`src/rtl/tc_pl_spi_pkg.sv`:
```
// Shared types and helpers for the tc_pl_spi_master SPI engine.
//   DEF_DATA_W / DEF_AGP0_25 : default transaction width and chip-select width
//   spi_state_e              : engine state encoding
//   eff_len()                : maps a requested bit count onto the usable range
//   max3()                   : sizing helper for the CS phase counter
package tc_pl_spi_pkg;

    localparam int unsigned DEF_DATA_W  = 24;
    localparam int unsigned DEF_AGP0_25 = 8;

    typedef enum logic [2:0] {
        IDLE,
        SETUP,
        SHIFT,
        HOLD,
        GAP
    } spi_state_e;

    // A length of zero or beyond the data width means a full-width transfer.
    function automatic int unsigned eff_len(input int unsigned len, input int unsigned data_w);
        return ((len == 0) || (len > data_w)) ? data_w : len;
    endfunction

    function automatic int unsigned max3(input int unsigned a, input int unsigned b,
                                         input int unsigned c);
        int unsigned m;
        m = (a > b) ? a : b;
        return (m > c) ? m : c;
    endfunction

endpackage

```
`src/rtl/tc_pl_spi_master_if.sv`:
```
// Command/response bus of the SPI engine.
//   master : command issuer (drives cmd_*, observes ready/response/busy)
//   slave  : SPI engine (accepts cmd_*, returns rsp_*, cmd_ready, busy)
interface tc_pl_spi_master_if
    import tc_pl_spi_pkg::*;
#(
    parameter int unsigned DATA_W  = DEF_DATA_W,
    parameter int unsigned AGP0_25 = DEF_AGP0_25
);
    localparam int unsigned LEN_W = $clog2(DATA_W + 1);

    logic               cmd_valid;
    logic               cmd_ready;
    logic [AGP0_25-1:0] cmd_sel;
    logic [LEN_W-1:0]   cmd_len;
    logic [DATA_W-1:0]  cmd_data;
    logic               rsp_valid;
    logic [DATA_W-1:0]  rsp_data;
    logic               busy;

    modport master (
        output cmd_valid, cmd_sel, cmd_len, cmd_data,
        input  cmd_ready, rsp_valid, rsp_data, busy
    );

    modport slave (
        input  cmd_valid, cmd_sel, cmd_len, cmd_data,
        output cmd_ready, rsp_valid, rsp_data, busy
    );

endinterface

```
`src/rtl/tc_pl_spi_sclk_gen.sv`:
```
// SCLK timing generator: counts CLK_DIV clk cycles per SCLK half period and
// flags the cycle whose closing edge must drive SCLK high (rise_c) or low (fall_c).
//   clk, rst : clock, synchronous active-high reset
//   en       : run enable; when low the divider restarts at the low phase
//   rise_c   : next edge drives SCLK 0->1
//   fall_c   : next edge drives SCLK 1->0
module tc_pl_spi_sclk_gen #(
    parameter int unsigned CLK_DIV = 4
) (
    input  logic clk,
    input  logic rst,
    input  logic en,
    output logic rise_c,
    output logic fall_c
);
    localparam int unsigned DIV_W = $clog2(CLK_DIV + 1);

    logic [DIV_W-1:0] cnt_q;
    logic             high_q;
    logic             wrap_c;

    assign wrap_c = en && (cnt_q == DIV_W'(CLK_DIV - 1));
    assign rise_c = wrap_c && !high_q;
    assign fall_c = wrap_c && high_q;

    // Half-period divider; always restarts from the low phase when re-enabled.
    always_ff @(posedge clk) begin
        if (rst || !en) begin
            cnt_q  <= '0;
            high_q <= 1'b0;
        end else if (wrap_c) begin
            cnt_q  <= '0;
            high_q <= ~high_q;
        end else begin
            cnt_q  <= cnt_q + DIV_W'(1);
        end
    end

endmodule

```
`src/rtl/tc_pl_spi_master.sv`:
```
// Single-channel SPI master, mode 0, MSB first.
//   clk, rst  : clock, synchronous active-high reset
//   bus       : command/response bus (slave side)
//   chip_sel  : one-hot device select latched at command accept
//   spi_CSN   : active-low frame
//   spi_SCLK  : serial clock
//   spi_MOSI  : serial data out
//   spi_MISO  : serial data in from the chip-select fan-out
module tc_pl_spi_master
    import tc_pl_spi_pkg::*;
#(
    parameter int unsigned DATA_W   = DEF_DATA_W,
    parameter int unsigned AGP0_25  = DEF_AGP0_25,
    parameter int unsigned CLK_DIV  = 4,
    parameter int unsigned CS_SETUP = 2,
    parameter int unsigned CS_HOLD  = 2,
    parameter int unsigned CS_GAP   = 4
) (
    input  logic               clk,
    input  logic               rst,
    tc_pl_spi_master_if.slave  bus,
    output logic [AGP0_25-1:0] chip_sel,
    output logic               spi_CSN,
    output logic               spi_SCLK,
    output logic               spi_MOSI,
    input  logic               spi_MISO
);
    localparam int unsigned LEN_W = $clog2(DATA_W + 1);
    localparam int unsigned PH_W  = $clog2(max3(CS_SETUP, CS_HOLD, CS_GAP) + 1);

    spi_state_e         state_q, state_d;
    logic [PH_W-1:0]    phase_q, phase_d;
    logic [LEN_W-1:0]   bits_q, bits_d;
    logic [LEN_W-1:0]   len_eff;
    logic [DATA_W-1:0]  shreg_q, shreg_d;
    logic [DATA_W-1:0]  rx_q, rx_d;
    logic [AGP0_25-1:0] sel_q, sel_d;
    logic               csn_q, csn_d;
    logic               sclk_q, sclk_d;
    logic               mosi_q, mosi_d;
    logic               rsp_valid_q, rsp_valid_d;
    logic [DATA_W-1:0]  rsp_data_q, rsp_data_d;
    logic               busy_q, busy_d;
    logic               ready_q, ready_d;
    logic               rise_c, fall_c;

    tc_pl_spi_sclk_gen #(
        .CLK_DIV (CLK_DIV)
    ) u_sclk_gen (
        .clk    (clk),
        .rst    (rst),
        .en     (state_q == SHIFT),
        .rise_c (rise_c),
        .fall_c (fall_c)
    );

    // Next-state and next-output logic.
    always_comb begin
        state_d     = state_q;
        phase_d     = phase_q;
        bits_d      = bits_q;
        shreg_d     = shreg_q;
        rx_d        = rx_q;
        sel_d       = sel_q;
        csn_d       = csn_q;
        sclk_d      = sclk_q;
        mosi_d      = mosi_q;
        rsp_valid_d = 1'b0;
        rsp_data_d  = rsp_data_q;
        len_eff     = LEN_W'(eff_len(32'(bus.cmd_len), DATA_W));

        unique case (state_q)
            IDLE: begin
                if (bus.cmd_valid && ready_q) begin
                    state_d = SETUP;
                    phase_d = '0;
                    bits_d  = len_eff;
                    sel_d   = bus.cmd_sel;
                    // Left-align so the first bit to send is always the MSB.
                    shreg_d = bus.cmd_data << (DATA_W - 32'(len_eff));
                    rx_d    = '0;
                    csn_d   = 1'b0;
                    sclk_d  = 1'b0;
                    mosi_d  = shreg_d[DATA_W-1];
                end
            end
            SETUP: begin
                if (phase_q == PH_W'(CS_SETUP - 1)) begin
                    state_d = SHIFT;
                    phase_d = '0;
                end else begin
                    phase_d = phase_q + PH_W'(1);
                end
            end
            SHIFT: begin
                if (rise_c) begin
                    sclk_d = 1'b1;
                    rx_d   = {rx_q[DATA_W-2:0], spi_MISO};
                end
                if (fall_c) begin
                    sclk_d = 1'b0;
                    if (bits_q == LEN_W'(1)) begin
                        // MOSI keeps the last bit through HOLD.
                        state_d = HOLD;
                        phase_d = '0;
                    end else begin
                        bits_d  = bits_q - LEN_W'(1);
                        shreg_d = shreg_q << 1;
                        mosi_d  = shreg_q[DATA_W-2];
                    end
                end
            end
            HOLD: begin
                if (phase_q == PH_W'(CS_HOLD - 1)) begin
                    csn_d       = 1'b1;
                    rsp_valid_d = 1'b1;
                    rsp_data_d  = rx_q;
                    phase_d     = '0;
                    // The last gap cycle is spent in IDLE so accept lands CS_GAP after CSN rises.
                    state_d     = (CS_GAP > 1) ? GAP : IDLE;
                end else begin
                    phase_d = phase_q + PH_W'(1);
                end
            end
            GAP: begin
                if (phase_q == PH_W'(CS_GAP - 2)) begin
                    state_d = IDLE;
                    phase_d = '0;
                end else begin
                    phase_d = phase_q + PH_W'(1);
                end
            end
            default: begin
                state_d = IDLE;
            end
        endcase

        busy_d  = (state_d != IDLE);
        ready_d = (state_d == IDLE);
    end

    // State and output registers.
    always_ff @(posedge clk) begin
        if (rst) begin
            state_q     <= IDLE;
            phase_q     <= '0;
            bits_q      <= '0;
            shreg_q     <= '0;
            rx_q        <= '0;
            sel_q       <= '0;
            csn_q       <= 1'b1;
            sclk_q      <= 1'b0;
            mosi_q      <= 1'b0;
            rsp_valid_q <= 1'b0;
            rsp_data_q  <= '0;
            busy_q      <= 1'b0;
            ready_q     <= 1'b1;
        end else begin
            state_q     <= state_d;
            phase_q     <= phase_d;
            bits_q      <= bits_d;
            shreg_q     <= shreg_d;
            rx_q        <= rx_d;
            sel_q       <= sel_d;
            csn_q       <= csn_d;
            sclk_q      <= sclk_d;
            mosi_q      <= mosi_d;
            rsp_valid_q <= rsp_valid_d;
            rsp_data_q  <= rsp_data_d;
            busy_q      <= busy_d;
            ready_q     <= ready_d;
        end
    end

    assign bus.cmd_ready = ready_q;
    assign bus.rsp_valid = rsp_valid_q;
    assign bus.rsp_data  = rsp_data_q;
    assign bus.busy      = busy_q;
    assign chip_sel      = sel_q;
    assign spi_CSN       = csn_q;
    assign spi_SCLK      = sclk_q;
    assign spi_MOSI      = mosi_q;

endmodule
```
`src/flat_wrapper.sv`:
```
// flat-port wrapper written by rule: the top's interface ports become plain ports
module tc_pl_spi_master_flat import tc_pl_spi_pkg::*;
#(
    parameter int unsigned DATA_W   = DEF_DATA_W,
    parameter int unsigned AGP0_25  = DEF_AGP0_25,
    parameter int unsigned CLK_DIV  = 4,
    parameter int unsigned CS_SETUP = 2,
    parameter int unsigned CS_HOLD  = 2,
    parameter int unsigned CS_GAP   = 4
)
  (clk, rst, chip_sel, spi_CSN, spi_SCLK, spi_MOSI, spi_MISO, bus_cmd_valid, bus_cmd_sel, bus_cmd_len, bus_cmd_data, bus_cmd_ready, bus_rsp_valid, bus_rsp_data, bus_busy);
  tc_pl_spi_master_if #(.DATA_W(DATA_W), .AGP0_25(AGP0_25)) bus_i ();
  input  logic clk;
  input  logic rst;
  output logic [AGP0_25-1:0] chip_sel;
  output logic spi_CSN;
  output logic spi_SCLK;
  output logic spi_MOSI;
  input  logic spi_MISO;
  input wire logic [$bits(bus_i.cmd_valid)-1:0] bus_cmd_valid;
  input wire logic [$bits(bus_i.cmd_sel)-1:0] bus_cmd_sel;
  input wire logic [$bits(bus_i.cmd_len)-1:0] bus_cmd_len;
  input wire logic [$bits(bus_i.cmd_data)-1:0] bus_cmd_data;
  output wire logic [$bits(bus_i.cmd_ready)-1:0] bus_cmd_ready;
  output wire logic [$bits(bus_i.rsp_valid)-1:0] bus_rsp_valid;
  output wire logic [$bits(bus_i.rsp_data)-1:0] bus_rsp_data;
  output wire logic [$bits(bus_i.busy)-1:0] bus_busy;
  assign bus_i.cmd_valid = bus_cmd_valid;
  assign bus_i.cmd_sel = bus_cmd_sel;
  assign bus_i.cmd_len = bus_cmd_len;
  assign bus_i.cmd_data = bus_cmd_data;
  assign bus_cmd_ready = bus_i.cmd_ready;
  assign bus_rsp_valid = bus_i.rsp_valid;
  assign bus_rsp_data = bus_i.rsp_data;
  assign bus_busy = bus_i.busy;
  tc_pl_spi_master #(.DATA_W(DATA_W), .AGP0_25(AGP0_25), .CLK_DIV(CLK_DIV), .CS_SETUP(CS_SETUP), .CS_HOLD(CS_HOLD), .CS_GAP(CS_GAP)) u_core (.clk(clk), .rst(rst), .bus(bus_i), .chip_sel(chip_sel), .spi_CSN(spi_CSN), .spi_SCLK(spi_SCLK), .spi_MOSI(spi_MOSI), .spi_MISO(spi_MISO));
endmodule
```
`config.mk`:
```
export PLATFORM = sky130hd
export DESIGN_NAME = tc_pl_spi_master_flat
export DESIGN_NICKNAME = d
export VERILOG_FILES = /design/src/rtl/tc_pl_spi_pkg.sv /design/src/rtl/tc_pl_spi_master_if.sv /design/src/rtl/tc_pl_spi_sclk_gen.sv /design/src/rtl/tc_pl_spi_master.sv /design/src/flat_wrapper.sv
export SDC_FILE = /design/constraint.sdc
export NUM_CORES = 1
export LEC_CHECK = 0
export BUFFER_PORTS_ARGS = -buffer_cell sky130_fd_sc_hd__buf_2
export CAP_MARGIN = 20
export CORE_MARGIN = 2
export CORE_UTILIZATION = 45
export CTS_BUF_LIST = sky130_fd_sc_hd__clkbuf_16
export DETAILED_ROUTE_END_ITERATION = 10
export PLACE_DENSITY_LB_ADDON = 0.25
export SLEW_MARGIN = 10
export SYNTH_ARGS = -nofsm -noshare
export SYNTH_HDL_FRONTEND = slang
export SYNTH_SLANG_ARGS = --single-unit
export TNS_END_PERCENT = 10
```
`constraint.sdc`:
```
create_clock -name clk -period 3.63 [get_ports clk]
set_input_delay 0.726 -clock clk [delete_from_list [all_inputs] [get_ports clk]]
set_output_delay 0.726 -clock clk [all_outputs]
set_load 0.01 [all_outputs]
```
==> results of run 1 <==
==> where the power goes <==
part	total, mW	switching (mW)	internal (mW)
Sequential	1.20	0.0438	1.16
Clock	0.904	0.436	0.468
Combinational	0.839	0.527	0.312
==> through the flow <==
stage,power (mW),hold slack (ns),std cells
2_1_floorplan,1.79,0.408,796
3_3_place_gp,2.04,0.415,1019
3_5_place_dp,2.05,0.428,1019
4_1_cts,2.94,0.438,1034
5_1_grt,3.09,0.457,1034
6_report,2.95,0.433,1034
==> critical path: stages <==
cell and delay (ns):
buf_2 0.22, nand2_1 0.17, nand2_1 0.11, ha_2 0.29
buf_4 0.26, mux2_2 0.36, a2bb2oi_1 0.13, o221ai_1 0.43
nor2_1 0.16, o211ai_1 0.24, a31oi_1 0.11
==> final timing paths <==
kind / start / endpoint / slack [ns]
max: bus_cmd_len[3] / u_core.shreg_q[17] / 0.64
min: u_core.u_sclk_gen.cnt_q[0] / u_core.u_sclk_gen.cnt_q[0] / 0.43
max reg2reg: u_core.bits_q[1] / u_core.shreg_q[15] / 0.94
min reg2reg: u_core.u_sclk_gen.cnt_q[0] / u_core.u_sclk_gen.cnt_q[0] / 0.43
==> cells in the mapped netlist (all sizes together) (4+ instances only) <==
cell type,count
nand2,143
dfxtp,100
a21oi,90
nand3,49
nor2,43
clkbuf,36
mux2i,33
buf,31
o21ai,23
nor3,20
inv,14
o211ai,14
a22oi,13
a211oi,12
and3,9
a221oi,8
mux2,8
nand2b,8
nor2b,8
a21o,7
nor3b,7
o22ai,7
a21boi,6
a31oi,6
nor4,6
a311oi,5
ha,5
nand3b,5
nand4,5
o221ai,5
a32oi,4
and2,4
nor4b,4
o31a,4
xnor2,4
==> registers in the layout, summed over array words and instances (netlist names) <==
register / flops
u_core.bus.rsp_valid: 1
u_core.u_sclk_gen.high_q: 1
u_core.state_q: 3
u_core.spi_MOSI: 1
u_core.u_sclk_gen.cnt_q: 3
u_core.bits_q: 5
u_core.spi_SCLK: 1
u_core.phase_q: 3
u_core.spi_CSN: 1
u_core.bus.busy: 1
u_core.chip_sel: 8
u_core.bus.rsp_data: 24
u_core.shreg_q: 23
u_core.bus.cmd_ready: 1
u_core.rx_q: 24
==> logic make-up (layout without fill, tap and decap cells) <==
group / count (synthesis) / count (layout) / share of synthesized area, %
fa+ha+maj: 5 / 5 / 1.02
simple gates: 320 / 320 / 24.8
mux: 43 / 43 / 7.58
compound gates: 240 / 240 / 26.6
xor+xnor: 7 / 7 / 1.36
buf+inv: 81 / 143 / 6.07
flops: 100 / 100 / 32.6
==> layer usage <==
| layer | GRT usage, % | part of all wire (%) | wire [um] |
|---|---|---|---|
| met5 | 0 | 0 | 0 |
| met2 | 40.3 | 46 | 8590 |
| met3 | 4.48 | 7.2 | 1350 |
| met4 | 11.0 | 2.9 | 550 |
| met1 | 35.3 | 44 | 8360 |
==> final cells by class <==
cell class | instances | area share, %
clock buffers | 9 | 3.23
clock inverters | 6 | 0.699
inverters | 14 | 0.753
multi-input cells | 615 | 54.0
flip-flops and latches | 100 | 28.7
well taps | 176 | 3.16
repair buffers | 114 | 9.47
==> cell usage in the layout (no fill, tap or decap), types with 8 or more instances in the layout <==
cell / n
buf_2: 78
dfxtp_1: 100
clkbuf_16: 9
nand2b_1: 8
nor2_1: 41
a211oi_1: 11
a22oi_1: 12
mux2_2: 8
inv_1: 14
nor3_1: 19
buf_4: 36
nor2b_1: 8
o21ai_0: 21
mux2i_1: 33
nand2_1: 143
a21oi_1: 90
o211ai_1: 14
nand3_1: 49
and3_1: 9
==> metrics.csv, run 1 <==
metric;value;unit
synth_nets;842;
start_util;46.2;%
drc;0;
cts-root-buf;clkbuf_16;
postLayoutCoreUtil;52.5;%
hold_path_depth;1;
ys_warn_count;0;
grt_setup_unrepaired;false;
slew_headroom;36.5;%
syn_to_final_growth;13.6;%
grt_pass1_vias;5909;
nFillCells;1316;
setup_slack;0.639;ns
antenna_found_initial;0;
firstDrtPassIters;5;
multi_input_area;3770;sq um
setup_viol;0;
cts_sinks;100;
fp-row-count;42;
io_pins;79;
insertion_delay;0.35;ns
cts_tree;built;
grt_max_degree;58;
clk_path_buf_depth;2;
gr-total-overflow;0;
synth_area_leaders;dfxtp_1, nand2_1, a21oi_1, mux2i_1, nand3_1;
h-tree-depth;3;
finish.net_count;900;
cp-start-kind;input port;
power.density;422;nW/um^2
ys_seq_elements;100;
synth-seq-area-share;32.6;%
cts_buffers;9;
synth_ff_type;dfxtp_1;
drive_above_1_share;18.2;%
ant_nets;0;
finalCriticalPeriod;2.99;ns
synth.top_cell.area_share;32.6;%
hp-class;reg2reg;
wl_per_cell;18.2;um
dieArea;14600;sq um
avgSynthCellArea;7.72;sq um
cp.arrival;3.22;ns
drt_wl_total;18900;um
gp_congestion;0.927;
grt_pass1_wl;30400;um
place_ws;0.342;ns
finalHoldViolations;0;
period_share;82.4;%
place_area;6710;sq um
max_cap_viol_count;0;
ff_latch_area;2000;sq um
cts_hold_buf;0;
viasPerCell;6.12;
fp.dieW;121;um
cp_max_fo;13;
synthDistinctLibCells;78;
power.leakage;2.67;nW
coreArea;13300;sq um
syn_inst;796;
async_flop_share;0;%
max_freq;0.334;GHz
setup.worst_path.class;in2reg;
synth_edf_count;0;
worstPathRequired;3.86;ns
grt_use_total;25.9;%
clock-skew-final;0.00697;ns
hpwl;13800;um
numPortBuffers;78;
status;finished, final reports clean;
tns;0;ns
post_cts_buffers;0;
cts.clk_slew.worst_paths;0.07;ns
diodes;0;
crit_path_end_kind;flop;
die_h;121;um
route.vias.total;6329;
worst_pin_slew;0.949;ns
drt-initial-drc-count;578;
drv_slew;0;
syn_area;6140;sq um
ir_worst_vdd;0.228;mV
reg2reg_depth;9;
yosysTopAreaCell;dfxtp_1;
postCtsResizedCells;0;
fin_area;6980;sq um
Note: power is estimated with default switching activity, not from simulation.
==> run 2, diff against run 1 <==
clock period = 2.8 ns   (was 3.63 ns; I/O delays follow)
==> run 2 against run 1 <==
  * Worst hold slack gained 0.013 ns
  * Final area up 3.8%
  * Flip-flop and latch count did not move
  * Worst setup slack worse by 0.33 ns
  * Critical endpoint is now u_core.shreg_q[15]
  * Highest routed layer unchanged
==> metrics.csv, run 2 (synthesized netlist as in run 1, its figures left out) <==
metric;value;unit;change
status;finished, final reports clean;;unchanged
hpwl;14200;um;was 13800 um
power.leakage;2.83;nW;was 2.67 nW
finalCriticalPeriod;2.49;ns;
io_pins;79;;unchanged
worst_pin_slew;0.832;ns;was 0.949 ns
wl_per_cell;18.0;um;was 18.2 um
gp_congestion;0.958;;was 0.927
hold_path_depth;3;;was 1
most-common-layout-cells;nand2_1, dfxtp_1, a21oi_1;;unchanged
worst_r2r_endpoint;u_core.shreg_q[15];;unchanged
ant_nets;0;;unchanged
crit_family;compound AO/OA/AOI/OAI gates;;unchanged
drive_above_1_share;20.9;%;was 18.2%
slowest_stage;nor4b_1;;was o221ai_1
cts_hold_buf;0;;unchanged
cts_sinks;100;;unchanged
grt_pass1_vias;6025;;was 5909
cts_buffers;9;;unchanged
cp.buffers_inverters;4;;was 2
holdWs;0.447;ns;was 0.433 ns
place_area;6970;sq um;was 6710 sq um
min_from;bus_cmd_sel[0];;was u_core.u_sclk_gen.cnt_q[0]
r2r_setup_slack;0.36;ns;was 0.94 ns
hold_end;u_core.chip_sel[0];;was u_core.u_sclk_gen.cnt_q[0]
cts_tree;built;;unchanged
tns;0;ns;unchanged
cp_common_cell;buf_4;;was nand2_1
die_h;121;um;unchanged
ir_worst_vdd;0.318;mV;was 0.228 mV
crit_chain;buf_2 > a21boi_4 > inv_2 > ha_4 > buf_4 > o21bai_1 > a21boi_0 > a21o_1 > and3_1 > nor4b_1 > buf_4 > a211o_1;;was buf_2 > nand2_1 > nand2_1 > ha_2 > buf_4 > mux2_2 > a2bb2oi_1 > o221ai_1 > nor2_1 > o211ai_1 > a31oi_1
grt_use_total;26.4;%;was 25.9%
power.density;538;nW/um^2;was 422 nW/um^2
max_freq;0.402;GHz;
slew_headroom;44.5;%;was 36.5%
grt_max_degree;59;;was 58
max_cap_viol_count;0;;unchanged
numPortBuffers;78;;unchanged
setup_viol;0;;unchanged
post_cts_buffers;0;;unchanged
cp.arrival;2.79;ns;was 3.22 ns
r2r-start;u_core.bits_q[1];;unchanged
crit_start;bus_cmd_len[3];;unchanged
drc;0;;unchanged
gr-total-overflow;0;;unchanged
period_share;88.9;%;
cp-start-kind;input port;;unchanged
final_common_cell;nand2_1;;unchanged
cts-root-buf;clkbuf_16;;unchanged
worstPathRequired;3.10;ns;was 3.86 ns
dieArea;14600;sq um;unchanged
finish.net_count;930;;was 900
antenna_found_initial;0;;unchanged
syn_to_final_growth;17.9;%;was 13.6%
power;3.89;mW;was 2.95 mW
grt_setup_unrepaired;false;;unchanged
cts.clk_slew.worst_paths;0.07;ns;about the same
setup.worst_path.class;in2reg;;unchanged
grt_pass1_wl;31100;um;was 30400 um
coreArea;13300;sq um;unchanged
viasPerCell;6.03;;was 6.12
h-tree-depth;3;;unchanged
cp_slowest_stage_delay;0.38;ns;was 0.43 ns
fin_cells;1065;;was 1034
drt-initial-drc-count;529;;was 578
finalHoldViolations;0;;unchanged
nFillCells;1281;;was 1316
route.vias.total;6418;;was 6329
postCtsResizedCells;0;;unchanged
clock-skew-final;0.00712;ns;was 0.00697 ns
drt_wl_total;19200;um;was 18900 um
post-place-cells;1049;;was 1019
crit_path_end_kind;flop;;unchanged
clk_path_buf_depth;2;;unchanged
hp-class;in2reg;;was reg2reg
drv_slew;0;;unchanged
reg2reg_depth;9;;unchanged
diodes;0;;unchanged
cp_max_fo;10;;was 13
fin_area;7240;sq um;was 6980 sq um
start_util;46.2;%;unchanged
firstDrtPassIters;5;;unchanged
fp.dieW;121;um;unchanged
insertion_delay;0.35;ns;about the same
fp-row-count;42;;unchanged
[run 2: cell count changes in the layout (fill, tap and decap cells not counted), sizes merged]
cell | before | now
clkinv | 2 | 1
buf | 114 | 144
inv | 16 | 18
[run 2: layout make-up]
class                      instances  area, sq um  share of cell area (%)
clock buffer                       9          225                    3.11
clock inverter                     7         51.3                   0.708
inverter                          14         52.6                   0.726
multi-input combinational        615         3780                    52.2
sequential                       100         2000                    27.6
tap                              176          220                    3.04
timing repair buffer             144          911                    12.6
[run 2: through the flow]
| stage | utilization [%] | setup slack, ns |
|---|---|---|
| 2_1_floorplan | - | 0.00701 |
| 3_3_place_gp | 52.4 | 0.0118 |
| 3_5_place_dp | 52.4 | 0.00153 |
| 4_1_cts | 54.5 | 0.357 |
| 5_1_grt | 54.5 | 0.0904 |
| 6_report | 54.5 | 0.310 |
[run 2: per-layer routing]
metal | vias up | track usage, % | share of wire, %
li1 | 3084 | - | -
met4 | 0 | 8.28 | 2.4
met1 | 3051 | 35.5 | 45
met2 | 244 | 43.8 | 47
met3 | 39 | 3.73 | 5.7
met5 | - | 0 | 0
[run 2: worst max path at each step]
stage,end,slack [ns],cells after the start
2_1_floorplan,u_core.shreg_q[21],0.007,13
3_3_place_gp,u_core.shreg_q[15],0.01,12
3_5_place_dp,u_core.shreg_q[2],0.002,11
4_1_cts,u_core.shreg_q[15],0.36,9
5_1_grt,u_core.shreg_q[15],0.09,12
6_report,u_core.shreg_q[15],0.31,12
[run 2: worst min-delay path, delay by kind of cell]
| kind | cells | cell delay (ns) |
|---|---|---|
| buffers and inverters | 1 | 0.10 |
| AND/OR/NAND/NOR | 1 | 0.04 |
| AO/OA/AOI/OAI | 1 | 0.05 |
[run 2: where the power goes]
| part | internal, mW | switching, mW | leakage, nW |
|---|---|---|---|
| clock network | 0.609 | 0.565 | 0.133 |
| registers | 1.50 | 0.0559 | 0.812 |
| logic | 0.457 | 0.703 | 1.88 |
